`config.mk`:
```
export PLATFORM = sky130hd
export DESIGN_NAME = traffic_request_sequencer
export DESIGN_NICKNAME = d
export VERILOG_FILES = /design/src/rtl/traffic_pkg.sv /design/src/rtl/traffic_debounce.sv /design/src/rtl/traffic_request_sequencer.sv
export SDC_FILE = /design/constraint.sdc
export NUM_CORES = 1
export LEC_CHECK = 0
export ABC_AREA = 1
export BUFFER_PORTS_ARGS = -buffer_cell sky130_fd_sc_hd__buf_2
export CORE_MARGIN = 3
export CORE_UTILIZATION = 61
export DETAILED_ROUTE_END_ITERATION = 10
export PLACE_DENSITY = 0.79
export SYNTH_ARGS = -nofsm -noshare
export SYNTH_HDL_FRONTEND = slang
export SYNTH_SLANG_ARGS = --single-unit
```
`constraint.sdc`:
```
create_clock -name clk -period 1.9 [get_ports clk]
set_input_delay 0.285 -clock clk [delete_from_list [all_inputs] [get_ports clk]]
set_output_delay 0.285 -clock clk [all_outputs]
set_load 0.05 [all_outputs]
```
`src/rtl/traffic_pkg.sv`:
```
// Shared definitions for the traffic-light request path: request codes,
// sequencer state encoding and the fixed-priority arbitration helpers.
package traffic_pkg;

    localparam logic [1:0] REQ_NONE = 2'b00;
    localparam logic [1:0] REQ_SIDE = 2'b01;
    localparam logic [1:0] REQ_PED  = 2'b10;
    localparam logic [1:0] REQ_EMG  = 2'b11;

    typedef enum logic [2:0] {
        S_OFF,
        S_INIT,
        S_IDLE,
        S_HOLD,
        S_GAP
    } state_t;

    // Pending vector is {emg, ped, side}; emergency wins, then pedestrian.
    function automatic logic [1:0] arbitrate(input logic [2:0] req);
        if (req[2]) return REQ_EMG;
        if (req[1]) return REQ_PED;
        if (req[0]) return REQ_SIDE;
        return REQ_NONE;
    endfunction

    function automatic logic [2:0] code_mask(input logic [1:0] code);
        case (code)
            REQ_SIDE: return 3'b001;
            REQ_PED:  return 3'b010;
            REQ_EMG:  return 3'b100;
            default:  return 3'b000;
        endcase
    endfunction

endpackage

```
`src/rtl/traffic_debounce.sv`:
```
// Two-flop synchronizer plus consecutive-sample debouncer for one raw sensor;
// emits the debounced level and a one-cycle pulse when that level rises.
module traffic_debounce #(
    parameter int DEB_CYCLES = 4,
    parameter int CW         = 8
) (
    input  logic clk,
    input  logic res_n,
    input  logic raw,
    output logic level,
    output logic rise
);

    localparam logic [CW-1:0] DEB_LAST = CW'(DEB_CYCLES - 1);

    logic          sync_1;
    logic          sync_2;
    logic [CW-1:0] cnt;

    // NOTE: every register here is updated with <= so all flops sample the
    // pre-edge values together; a blocking = would collapse the synchronizer.
    always_ff @(posedge clk or negedge res_n) begin
        if (!res_n) begin
            sync_1 <= 1'b0;
            sync_2 <= 1'b0;
            cnt    <= '0;
            level  <= 1'b0;
            rise   <= 1'b0;
        end else begin
            sync_1 <= raw;
            sync_2 <= sync_1;
            rise   <= 1'b0;
            if (sync_2 == level) begin
                cnt <= '0;
            end else if (cnt == DEB_LAST) begin
                level <= sync_2;
                rise  <= sync_2;
                cnt   <= '0;
            end else begin
                cnt <= cnt + CW'(1);
            end
        end
    end

endmodule

```
`src/rtl/traffic_request_sequencer.sv`:
```
// Debounces the three sensors, latches them as pending requests and issues
// them to the light controller one at a time with a fixed dwell and gap.
module traffic_request_sequencer
    import traffic_pkg::*;
#(
    parameter int DEB_CYCLES  = 4,
    parameter int HOLD_CYCLES = 10,
    parameter int GAP_CYCLES  = 2,
    parameter int INIT_CYCLES = 8,
    parameter int CW          = 8
) (
    input  logic       clk,
    input  logic       res_n,
    input  logic       sens_side,
    input  logic       sens_ped,
    input  logic       sens_emg,
    input  logic       sys_on,
    output logic [1:0] in_code,
    output logic       en,
    output logic [2:0] pending
);

    localparam logic [CW-1:0] HOLD_LAST = CW'(HOLD_CYCLES - 1);
    localparam logic [CW-1:0] GAP_LAST  = CW'(GAP_CYCLES - 1);
    localparam logic [CW-1:0] INIT_LAST = CW'(INIT_CYCLES - 1);

    state_t        state;
    logic [CW-1:0] cnt;
    logic [2:0]    lvl;
    logic [2:0]    rise;
    logic [2:0]    clr;
    logic          sys_1;
    logic          sys_on_s;
    logic          emg_extend;

    traffic_debounce #(.DEB_CYCLES(DEB_CYCLES), .CW(CW)) u_deb_side (
        .clk(clk), .res_n(res_n), .raw(sens_side), .level(lvl[0]), .rise(rise[0])
    );
    traffic_debounce #(.DEB_CYCLES(DEB_CYCLES), .CW(CW)) u_deb_ped (
        .clk(clk), .res_n(res_n), .raw(sens_ped), .level(lvl[1]), .rise(rise[1])
    );
    traffic_debounce #(.DEB_CYCLES(DEB_CYCLES), .CW(CW)) u_deb_emg (
        .clk(clk), .res_n(res_n), .raw(sens_emg), .level(lvl[2]), .rise(rise[2])
    );

    // The switch is presumed on out of reset so the init count starts at once;
    // a genuinely low switch still reaches S_OFF after the normal sync latency.
    always_ff @(posedge clk or negedge res_n) begin
        if (!res_n) begin
            sys_1    <= 1'b1;
            sys_on_s <= 1'b1;
        end else begin
            sys_1    <= sys_on;
            sys_on_s <= sys_1;
        end
    end

    // NOTE: defaults first so every path assigns clr and no latch is inferred.
    always_comb begin
        clr        = 3'b000;
        emg_extend = (in_code == REQ_EMG) && lvl[2];
        if (state == S_HOLD && cnt == HOLD_LAST && !emg_extend) begin
            clr = code_mask(in_code);
        end
    end

    always_ff @(posedge clk or negedge res_n) begin
        if (!res_n) begin
            state   <= S_INIT;
            cnt     <= '0;
            in_code <= REQ_NONE;
            en      <= 1'b0;
            pending <= 3'b000;
        end else if (!sys_on_s) begin
            state   <= S_OFF;
            cnt     <= '0;
            in_code <= REQ_NONE;
            en      <= 1'b0;
            pending <= 3'b000;
        end else begin
            // Enable follows the settled state, so it rises one cycle after S_IDLE.
            en      <= (state == S_IDLE) || (state == S_HOLD) || (state == S_GAP);
            pending <= (pending & ~clr) | rise;
            case (state)
                S_OFF: begin
                    state <= S_INIT;
                    cnt   <= '0;
                end
                S_INIT: begin
                    if (cnt == INIT_LAST) begin
                        state <= S_IDLE;
                        cnt   <= '0;
                    end else begin
                        cnt <= cnt + CW'(1);
                    end
                end
                S_IDLE: begin
                    if (|pending) begin
                        state   <= S_HOLD;
                        in_code <= arbitrate(pending);
                        cnt     <= '0;
                    end
                end
                S_HOLD: begin
                    if (pending[2] && in_code != REQ_EMG) begin
                        in_code <= REQ_EMG;
                        cnt     <= '0;
                    end else if (cnt == HOLD_LAST) begin
                        cnt <= '0;
                        if (!emg_extend) begin
                            state   <= S_GAP;
                            in_code <= REQ_NONE;
                        end
                    end else begin
                        cnt <= cnt + CW'(1);
                    end
                end
                S_GAP: begin
                    if (cnt == GAP_LAST) begin
                        cnt <= '0;
                        if (|pending) begin
                            state   <= S_HOLD;
                            in_code <= arbitrate(pending);
                        end else begin
                            state <= S_IDLE;
                        end
                    end else begin
                        cnt <= cnt + CW'(1);
                    end
                end
                default: begin
                    state   <= S_INIT;
                    cnt     <= '0;
                    in_code <= REQ_NONE;
                end
            endcase
        end
    end

endmodule

```
==> impl_metrics.env <==
export IMPL_num_antenna_cells=0
export IMPL_status="finished, final reports clean"
export IMPL_hold_class="primary input to register"
export IMPL_synthSimpleGateAreaFrac_pct=29.59
export IMPL_grt_pass1_vias=2065
export IMPL_core_um2=4173
export IMPL_placed_cells=392
export IMPL_cp_required_ps=2110
export IMPL_cts_max_path_buffers=2
export IMPL_cts_tree="done"
export IMPL_cts_setup_buffers=0
export IMPL_final_cell_mix="nand2_1 (67), dfrtp_1 (52), nor2_1 (46), inv_1 (44), nand3_1 (32)"
export IMPL_synth_nets=343
export IMPL_avgSynthCellArea_um2=8.280
export IMPL_drt_total_wl_mm=4.985
export IMPL_crit_top_cell="nand2_1"
export IMPL_final_common_cell="nand2_1"
export IMPL_die_x_um=73.13
export IMPL_clk_pin_slew_ps=100
export IMPL_peakVddDrop_mv=0.5450
export IMPL_drt_iter0_drc=158
export IMPL_io_pins=12
export IMPL_grt_antenna_before_repair=0
export IMPL_slew_headroom_pct=69.59
export IMPL_routed_via_count=2176
export IMPL_grt_pass1_wl_mm=8.769
export IMPL_cp_top_family="simple AND/OR/NAND/NOR gates"
export IMPL_cts_buffers=5
export IMPL_grt_max_degree=56
export IMPL_ys_seq_area_share_pct=50.20
export IMPL_fin_crit_sh_pct=83.53
export IMPL_port_buffers=11
export IMPL_groute_usage_overall_pct=21.25
export IMPL_crit_type="register to register"
export IMPL_drc=0
export IMPL_synth_cells=332
export IMPL_fin_setup_tns_ps=0
export IMPL_cts_resized=0
export IMPL_synth_top_family_by_area="simple AND/OR/NAND/NOR gates"
export IMPL_fin_cells=401
export IMPL_rsz0062_at_grt="false"
export IMPL_cts_root_buf="clkbuf_8"
export IMPL_synth_compound_area_share_pct=6.008
export IMPL_synth_area_leader_cell="dfrtp_1"
export IMPL_final_layout_size_suffix_gt1_share_pct=14.53
export IMPL_end_kind="register"
export IMPL_die_area_um2=5348
export IMPL_ys_ff_latch=55
export IMPL_yosys_area_share_adder_pct=2.276
export IMPL_hold_buffers=1
export IMPL_yosys_area_top_type_share_pct=47.34
export IMPL_min_period_ps=1587
export IMPL_fmax_ghz=0.6301
export IMPL_fin_skew_ps=8.236
export IMPL_fin_nets=361
export IMPL_synth_top_cells_by_area="dfrtp_1 (47%), nand2_1 (9.1%), nor2_1 (6.3%), inv_1 (6.0%), nand3_1 (5.8%)"
export IMPL_num_rows=23
export IMPL_insertion_delay_ps=310
export IMPL_clock_sinks=55
export IMPL_yosys_cell_types_count=29
export IMPL_crit_chain="inv_2, nand3_1, nor2_2, nand2_2, nand2_2, nor2_2, nand2_1, nand2_1, nand2_1"
export IMPL_final_setup_viol_count=0
export IMPL_arrival_ps=1790
export IMPL_slowest_delay_ps=560
export IMPL_place_hpwl_mm=3.743
export IMPL_worst_path_buf_inv=1
export IMPL_yosys_warnings=0
export IMPL_overflow=0
export IMPL_finalMaxSlewViolations=0
export IMPL_area_delta_synth_final_pct=8.421
export IMPL_muxShareOfSynthArea_pct=0
export IMPL_drt_antenna_violating_nets=0
export IMPL_setup_worst_path_start_class="register"
export IMPL_gp_congestion=0.8609
export IMPL_die_h_um=73.13
export IMPL_cellPowerDensity_nw_per_um2=1007
export IMPL_drtPass1Iterations=4
export IMPL_final_fill_count=328
export IMPL_wl_per_cell_um=12.43
export IMPL_synth_xor_area_share_pct=4.142
export IMPL_cp_max_fo=12
export IMPL_timing_max_cap_violations=0
export IMPL_htree_levels=2
export IMPL_p_leak_uw=0.001544
export IMPL_viasPerCell=5.426
export IMPL_hold_viol=0
export IMPL_initial_core_util_pct=65.88
export IMPL_syn_area_um2=2749
export IMPL_cp_slowest_cell="dfstp_2"
export IMPL_tightest_slew_ps=452.0
routing by layer:
layer  part of all wire (%)  vias to the layer above  global-route usage, %
met4                    1.5                        0                  7.582
met1                     45                     1040                  28.01
li1                       -                     1079                      -
met5                      0                        -                      0
met3                    4.8                        7                  3.719
met2                     49                       50                  35.25
Yosys cell counts (all sizes together):
master  number
o21ai       14
xnor2        3
ha           5
or2          3
inv         52
nor3b        9
nor3         2
dfstp        3
dfrtp       52
o21bai       2
nand3       33
nor2        50
nand2       72
a21oi       13
nand4        5
buf          2
xor2        10
nor4         2
worst reg2reg max path, delay by kind of cell, from the launching register on:
kind	cells	cell delay [ps]
buffers and inverters	1	40
flip-flops	1	560
AND/OR/NAND/NOR	8	890
path summary, 6_finish.rpt:
check                            startpoint          endpoint  slack, ps  cells after the start
max                                state[0]        in_code[0]        310                      9
min                                sens_emg  u_deb_emg.sync_1         70                      1
max reg2reg                        state[0]        in_code[0]        310                      9
min reg2reg                u_deb_emg.sync_1  u_deb_emg.sync_2        360                      0
max in group asynchronous             res_n          state[0]       1110                      3
min in group asynchronous             res_n   u_deb_emg.level        480                      3
power breakdown:
part	leakage [µW]	switching, µW	internal (µW)
Sequential	0.000730	144	1340
Combinational	0.000761	562	268
Clock	0.0000522	383	306
metrics by stage:
stage / setup slack, ps / power (µW) / util (%) / cell area (µm²) / hold slack, ps
2_1_floorplan: 381.8 / 2113 / - / 2749 / -10.59
3_3_place_gp: 379.0 / 2294 / 68.79 / 2870 / 299.1
3_5_place_dp: 324.4 / 2329 / 68.79 / 2870 / 300.1
4_1_cts: 305.9 / 3034 / 71.42 / 2980 / 63.48
5_1_grt: 183.6 / 3218 / 71.42 / 2980 / 56.61
6_report: 312.9 / 3001 / 71.42 / 2980 / 71.74
area by class of cell:
cell class | count | area (µm²) | share of cell area [%]
Sequential cell | 55 | 1380 | 46.31
Clock inverter | 2 | 17.52 | 0.5877
Clock buffer | 6 | 82.58 | 2.771
Multi-Input combinational cell | 223 | 1155 | 38.75
Inverter | 52 | 197.7 | 6.633
Timing Repair Buffer | 13 | 85.08 | 2.855
Tap cell | 50 | 62.56 | 2.099
cells by family after synthesis:
logic type / Yosys count
fa+ha+maj: 5
xor+xnor: 13
buf+inv: 54
compound gates: 29
flops: 55
simple gates: 176
flip-flops by register name, indices dropped and copies added (netlist names), 2 cells and up:
name            cells
u_deb_side.cnt      8
u_deb_emg.cnt       8
cnt                 8
pending             3
u_deb_ped.cnt       8
state               3
in_code             2
Power figures use the tool's default switching activity.
